<file path="src/rtl/dsram_arbiter_if.sv">
// dsram_arbiter_if: instruction/data requester signals and the shared SRAM-like bus of dsram_arbiter.
// slave modport is the arbiter's view; master modport is the surrounding core/bus view.
interface dsram_arbiter_if;
  logic        inst_req;
  logic [31:0] inst_addr;
  logic        inst_addr_ok;
  logic        inst_data_ok;
  logic [31:0] inst_rdata;
  logic        data_req;
  logic        data_wr;
  logic [3:0]  data_wstrb;
  logic [31:0] data_addr;
  logic [31:0] data_wdata;
  logic        data_addr_ok;
  logic        data_data_ok;
  logic [31:0] data_rdata;
  logic        bus_req;
  logic        bus_wr;
  logic [3:0]  bus_wstrb;
  logic [31:0] bus_addr;
  logic [31:0] bus_wdata;
  logic        bus_addr_ok;
  logic        bus_data_ok;
  logic [31:0] bus_rdata;
  modport slave (
    input  inst_req, inst_addr, data_req, data_wr, data_wstrb, data_addr, data_wdata,
           bus_addr_ok, bus_data_ok, bus_rdata,
    output inst_addr_ok, inst_data_ok, inst_rdata, data_addr_ok, data_data_ok, data_rdata,
           bus_req, bus_wr, bus_wstrb, bus_addr, bus_wdata
  );
  modport master (
    output inst_req, inst_addr, data_req, data_wr, data_wstrb, data_addr, data_wdata,
           bus_addr_ok, bus_data_ok, bus_rdata,
    input  inst_addr_ok, inst_data_ok, inst_rdata, data_addr_ok, data_data_ok, data_rdata,
           bus_req, bus_wr, bus_wstrb, bus_addr, bus_wdata
  );
endinterface

</file>
<file path="src/rtl/dsram_arbiter.sv">
// dsram_arbiter: merges instruction and data SRAM-like requests onto one bus, one transaction outstanding.
// Ports: clk (rising edge), resetn (async active-low), io (dsram_arbiter_if.slave: inst_*, data_*, bus_*).
// Macro DSRAM_ARB_RR_EN selects round-robin; otherwise data has priority with an inst starvation guard.
module dsram_arbiter #(
  parameter int STARVE_LIMIT = 8
) (
  input logic            clk,
  input logic            resetn,
  dsram_arbiter_if.slave io
);
  typedef enum logic [1:0] {IDLE, ADDR, WAIT} state_e;
  state_e      state_q, state_d;
  logic        inst_q, inst_d, wr_q, wr_d;
  logic [3:0]  wstrb_q, wstrb_d;
  logic [31:0] addr_q, addr_d, wdata_q, wdata_d;
  logic        grant, pick_inst;
  logic        addr_hs, data_hs, in_wait;
  assign grant = (state_q == IDLE) && (io.inst_req || io.data_req);
`ifdef DSRAM_ARB_RR_EN
  // set when inst should win a tie, i.e. data was granted last
  logic prio_q, prio_d;
  assign pick_inst = io.inst_req && (!io.data_req || prio_q);
  assign prio_d = grant ? !pick_inst : prio_q;
  always_ff @(posedge clk or negedge resetn)
    if (!resetn) prio_q <= 1'b0;
    else prio_q <= prio_d;
`else
  localparam logic [3:0] LIMIT = 4'(STARVE_LIMIT);
  logic [3:0] starve_q, starve_d;
  assign pick_inst = io.inst_req && (!io.data_req || starve_q == LIMIT);
  // counts data grants that bypassed a waiting fetch
  assign starve_d = !grant ? starve_q :
                    (pick_inst || !io.inst_req) ? 4'd0 :
                    (starve_q == LIMIT) ? starve_q : starve_q + 4'd1;
  always_ff @(posedge clk or negedge resetn)
    if (!resetn) starve_q <= 4'd0;
    else starve_q <= starve_d;
`endif
  always_ff @(posedge clk or negedge resetn)
    if (!resetn) begin
      state_q <= IDLE;
      inst_q  <= 1'b0;
      wr_q    <= 1'b0;
      wstrb_q <= 4'd0;
      addr_q  <= 32'd0;
      wdata_q <= 32'd0;
    end else begin
      state_q <= state_d;
      inst_q  <= inst_d;
      wr_q    <= wr_d;
      wstrb_q <= wstrb_d;
      addr_q  <= addr_d;
      wdata_q <= wdata_d;
    end
  always_comb begin
    state_d = state_q;
    inst_d  = inst_q;
    wr_d    = wr_q;
    wstrb_d = wstrb_q;
    addr_d  = addr_q;
    wdata_d = wdata_q;
    case (state_q)
      IDLE: if (grant) begin
        state_d = ADDR;
        inst_d  = pick_inst;
        wr_d    = !pick_inst && io.data_wr;
        wstrb_d = pick_inst ? 4'd0 : io.data_wstrb;
        addr_d  = pick_inst ? io.inst_addr : io.data_addr;
        wdata_d = pick_inst ? 32'd0 : io.data_wdata;
      end
      ADDR: if (io.bus_addr_ok) state_d = WAIT;
      WAIT: if (io.bus_data_ok) state_d = IDLE;
      default: state_d = IDLE;
    endcase
  end
  assign addr_hs         = (state_q == ADDR) && io.bus_addr_ok;
  assign in_wait         = state_q == WAIT;
  assign data_hs         = in_wait && io.bus_data_ok;
  assign io.bus_req      = state_q == ADDR;
  assign io.bus_wr       = wr_q;
  assign io.bus_wstrb    = wr_q ? wstrb_q : 4'd0;
  assign io.bus_addr     = addr_q;
  assign io.bus_wdata    = wdata_q;
  assign io.inst_addr_ok = addr_hs && inst_q;
  assign io.data_addr_ok = addr_hs && !inst_q;
  assign io.inst_data_ok = data_hs && inst_q;
  assign io.data_data_ok = data_hs && !inst_q;
  assign io.inst_rdata   = (in_wait && inst_q) ? io.bus_rdata : 32'd0;
  assign io.data_rdata   = (in_wait && !inst_q) ? io.bus_rdata : 32'd0;
endmodule
</file>
<file path="src/flat_wrapper.sv">
// flat-port wrapper written by rule: the top's interface ports become plain ports
module dsram_arbiter_flat 
#(
  parameter int STARVE_LIMIT = 8
)
  (clk, resetn, io_inst_req, io_inst_addr, io_data_req, io_data_wr, io_data_wstrb, io_data_addr, io_data_wdata, io_bus_addr_ok, io_bus_data_ok, io_bus_rdata, io_inst_addr_ok, io_inst_data_ok, io_inst_rdata, io_data_addr_ok, io_data_data_ok, io_data_rdata, io_bus_req, io_bus_wr, io_bus_wstrb, io_bus_addr, io_bus_wdata);
  dsram_arbiter_if io_i ();
  input logic clk;
  input logic resetn;
  input wire logic [$bits(io_i.inst_req)-1:0] io_inst_req;
  input wire logic [$bits(io_i.inst_addr)-1:0] io_inst_addr;
  input wire logic [$bits(io_i.data_req)-1:0] io_data_req;
  input wire logic [$bits(io_i.data_wr)-1:0] io_data_wr;
  input wire logic [$bits(io_i.data_wstrb)-1:0] io_data_wstrb;
  input wire logic [$bits(io_i.data_addr)-1:0] io_data_addr;
  input wire logic [$bits(io_i.data_wdata)-1:0] io_data_wdata;
  input wire logic [$bits(io_i.bus_addr_ok)-1:0] io_bus_addr_ok;
  input wire logic [$bits(io_i.bus_data_ok)-1:0] io_bus_data_ok;
  input wire logic [$bits(io_i.bus_rdata)-1:0] io_bus_rdata;
  output wire logic [$bits(io_i.inst_addr_ok)-1:0] io_inst_addr_ok;
  output wire logic [$bits(io_i.inst_data_ok)-1:0] io_inst_data_ok;
  output wire logic [$bits(io_i.inst_rdata)-1:0] io_inst_rdata;
  output wire logic [$bits(io_i.data_addr_ok)-1:0] io_data_addr_ok;
  output wire logic [$bits(io_i.data_data_ok)-1:0] io_data_data_ok;
  output wire logic [$bits(io_i.data_rdata)-1:0] io_data_rdata;
  output wire logic [$bits(io_i.bus_req)-1:0] io_bus_req;
  output wire logic [$bits(io_i.bus_wr)-1:0] io_bus_wr;
  output wire logic [$bits(io_i.bus_wstrb)-1:0] io_bus_wstrb;
  output wire logic [$bits(io_i.bus_addr)-1:0] io_bus_addr;
  output wire logic [$bits(io_i.bus_wdata)-1:0] io_bus_wdata;
  assign io_i.inst_req = io_inst_req;
  assign io_i.inst_addr = io_inst_addr;
  assign io_i.data_req = io_data_req;
  assign io_i.data_wr = io_data_wr;
  assign io_i.data_wstrb = io_data_wstrb;
  assign io_i.data_addr = io_data_addr;
  assign io_i.data_wdata = io_data_wdata;
  assign io_i.bus_addr_ok = io_bus_addr_ok;
  assign io_i.bus_data_ok = io_bus_data_ok;
  assign io_i.bus_rdata = io_bus_rdata;
  assign io_inst_addr_ok = io_i.inst_addr_ok;
  assign io_inst_data_ok = io_i.inst_data_ok;
  assign io_inst_rdata = io_i.inst_rdata;
  assign io_data_addr_ok = io_i.data_addr_ok;
  assign io_data_data_ok = io_i.data_data_ok;
  assign io_data_rdata = io_i.data_rdata;
  assign io_bus_req = io_i.bus_req;
  assign io_bus_wr = io_i.bus_wr;
  assign io_bus_wstrb = io_i.bus_wstrb;
  assign io_bus_addr = io_i.bus_addr;
  assign io_bus_wdata = io_i.bus_wdata;
  dsram_arbiter #(.STARVE_LIMIT(STARVE_LIMIT)) u_core (.clk(clk), .resetn(resetn), .io(io_i));
endmodule
</file>
<file path="config.mk">
export PLATFORM = sky130hd
export DESIGN_NAME = dsram_arbiter_flat
export DESIGN_NICKNAME = d
export VERILOG_FILES = /design/src/rtl/dsram_arbiter_if.sv /design/src/rtl/dsram_arbiter.sv /design/src/flat_wrapper.sv
export SDC_FILE = /design/constraint.sdc
export NUM_CORES = 1
export LEC_CHECK = 0
export CAP_MARGIN = 20
export CORE_MARGIN = 10
export CORE_UTILIZATION = 37
export CTS_CLUSTER_DIAMETER = 40
export DETAILED_ROUTE_END_ITERATION = 8
export HOLD_SLACK_MARGIN = 0.15
export PLACE_DENSITY = 0.86
export SETUP_SLACK_MARGIN = 0.1
export SLEW_MARGIN = 20
export SYNTH_ARGS = -nofsm -noshare
export SYNTH_HDL_FRONTEND = slang
export SYNTH_SLANG_ARGS = --single-unit
</file>
<file path="constraint.sdc">
create_clock -name clk -period 3.47 [get_ports clk]
set_input_delay 0.347 -clock clk [delete_from_list [all_inputs] [get_ports clk]]
set_output_delay 0.347 -clock clk [all_outputs]
set_load 0.02 [all_outputs]
</file>
==> impl_metrics.csv <==
group,metric,value,unit
timing,rsz0062_at_grt,"false",
timing,tns,0,ns
floorplanning,ios,277,
critical_path,startpoint_type,"flop",
routing,firstDrtPassIters,4,
timing,min_period,2.47,ns
placed_design,placed_cells,837,
placed_design,place.gp.congestion,0.873,
synthesis,ys_ff_latch,76,
critical_path,worst-r2r-setup-slack,1.28,ns
global_routing,grt_first_pass_wirelength,25200,um
critical_path,r2r-end,"u_core.io.bus_wdata[26]",
clock_network,post_cts_buffers,0,
critical_path,cp_num_buf_inv,2,
global_routing,overflow,0,
timing,max_freq,405,MHz
synthesis,avgSynthCellArea,8.27,um^2
global_routing,gr-usage-met2,38.8,%
timing,final_hold_viol_count,0,
routing,vias,4196,
synthesis,synth_top_area_cell,"dfrtp_1",
critical_path,crit_family,"buffers and inverters",
layout,antenna_cells,0,
timing,fin_skew,0.0145,ns
clock_network,clockBufferDepth,2,
run,cap_violations,0,
critical_path,crit_slowest_cell,"clkdlybuf4s50_1",
layout,final_util,69.4,%
critical_path,max_stage_delay,0.67,ns
critical_path,arrival,2.12,ns
synthesis,synth_cell_types,25,
timing,worst_slew_pin_slew,0.942,ns
floorplanning,chipWidth,121,um
global_routing,grt-busiest-layer,"met2",
timing,period_share,71.2,%
pwr,p_leak,0.00299,uW
clock_network,cts_buffers,9,
critical_path,crit_path_end_kind,"output port",
synthesis,synthesis.area,3750,um^2
global_routing,grt_pass1_vias,4463,
clock_network,cts_tree,"built",
layout,final_nets,856,
critical_path,cp_max_fo,33,
layout,final_cell_mix,"275 x clkdlybuf4s50_1, 111 x nand2_1, 76 x dfrtp_1",
pwr,finalPower,5210,uW
clock_network,ctsHoldBuffers,0,
layout,layout.cells.non_filler,853,
run_status,status,"complete, no violations",
routing,routed_via_density,4.92,
routing,drt-initial-drc-count,285,
floorplanning,die_area,14500,um^2
synthesis,synthCells,453,
clock_network,worstSkewPairLatency,0.35,ns
synthesis,ys_warn_count,0,
placed_design,io_buffers,276,
global_routing,antenna_found_initial,0,
critical_path,reg2regPathDepth,7,
critical_path,timing.rr.start,"u_core.starve_q[0]",
clock_network,clkSinkCount,76,
synthesis,synth_top_area_share,50.8,%
critical_path,worstSetupStartpoint,"u_core.state_q[0]",
timing,final-setup-viol-count,0,
floorplanning,dieHeight,121,um
floorplanning,coreArea,9820,um^2
routing,wl_per_cell,19.6,um
timing,maxSlewViolCount,0,
clock_network,cts_max_level,3,
pwr,pwr_density_cell,765,nW/um^2
global_routing,grt_use_total,22.2,%
layout,syn_to_final_growth,82.0,%
synthesis,synth_nets,594,
routing,drcViolationCount,0,
layout,drive_gt1_share,4.03,%
critical_path,cp.required,3.12,ns
floorplanning,rows,36,
pwr,vdd_drop_max,0.000471,V
critical_path,crit_chain,"nand2b_1 > nor2_1 > buf_4 > and2_1 > clkdlybuf4s50_1",
clock_network,path_clk_slew,0.08,ns
hold_path,hp-class,"in -> async",
synthesis,synthTopCellsByArea,"dfrtp_1 51%, and2_1 12%, nand2_1 11%",
layout,final_common_cell,"clkdlybuf4s50_1",
routing,ant_nets,0,
clock_network,clock-root-buffer,"clkbuf_8",
placed_design,hpwl,13600,um
global_routing,grt_max_degree,77,
global_routing,use_met3,11.5,%
critical_path,crit_type,"reg -> out",
routing,drt-total-wl,16700,um
global_routing,gr-usage-met1,21.9,%
clock_network,cts.repair.resized,0,
synthesis,ys_seq_area_share,50.8,%
timing,relSlewSlack,37.2,%
floorplanning,initial_core_util,38.1,%
logic make-up (layout without fill, tap and decap cells):
group / after synthesis / after routing / synth area share [%]
AOI/OAI and AO/OA: 76 / 76 / 10.8
adders and majority gates: 2 / 2 / 0.668
buffers and inverters: 36 / 303 / 4.54
DFF: 76 / 76 / 50.8
and+or+nand+nor: 263 / 263 / 33.2
synthesized netlist by cell type:
cell	instances
nor2_1	37
nor4b_1	1
nand2_1	111
nand3b_1	1
o22ai_1	1
or4_1	1
a21boi_2	1
a21o_1	1
buf_6	2
a21oi_1	64
o21ai_0	5
o21ai_2	1
ha_1	2
nand2b_1	1
nand3_1	39
o211ai_1	1
dfrtp_1	76
inv_1	4
o21a_1	1
clkbuf_1	14
a21bo_2	1
nor2b_1	1
nand3b_4	1
and2_1	70
buf_2	16
layout make-up:
cell class / count / area (um^2)
clock inverters: 6 / 87.6
clock buffers: 10 / 138
flip-flops and latches: 76 / 1900
well taps: 133 / 166
multi-input cells: 341 / 1680
fillers: 797 / 3000
repair buffers: 283 / 2830
inverters: 4 / 15.0
worst max-delay path by stage:
stage / end / slack (ns) / cells past startpoint
2_1_floorplan: u_core.io.bus_wdata[24] / 1.92 / 9
3_3_place_gp: u_core.io.bus_wr / 1.15 / 5
3_5_place_dp: u_core.io.bus_wdata[26] / 1.05 / 5
4_1_cts: io_data_rdata[9] / 0.96 / 5
5_1_grt: io_data_rdata[9] / 0.86 / 5
6_report: io_data_rdata[9] / 1.0 / 5
worst register-to-register path, delay by kind of cell (launching register included):
family                     cells  cell delay, ns
AOI/OAI and AO/OA              1            0.64
adders and majority gates      1            0.23
buffers and inverters          2            0.52
DFF                            1            0.39
and+or+nand+nor                3            0.34
where the power goes:
part,internal (uW),total (uW),switching [uW]
clock,425,758,333
sequential,1290,1530,237
combinational,1300,2930,1620
total,3020,5210,2190
layer usage:
metal,up-vias,part of all wire [%]
li1,1995,-
met1,1987,34
met2,186,52
met3,28,11
met4,0,2.9
met5,-,0
metrics by stage:
stage          hold WS [ns]  cell area, um^2  worst slack [ns]
6_report              0.154             6820              1.00
3_5_place_dp          0.455             6590              1.05
2_1_floorplan        0.0514             3750              1.92
3_3_place_gp          0.444             6590              1.15
4_1_cts               0.165             6820             0.965
5_1_grt               0.222             6820             0.858
sequential cells by signal (all words and copies together), names as in the netlist:
signal and count:
u_core.io.bus_addr 32, u_core.state_q 2, u_core.io.bus_wdata 32, u_core.io.bus_wr 1, u_core.starve_q 4, u_core.inst_q 1, u_core.wstrb_q 4
Note: power is estimated with default switching activity, not from simulation.
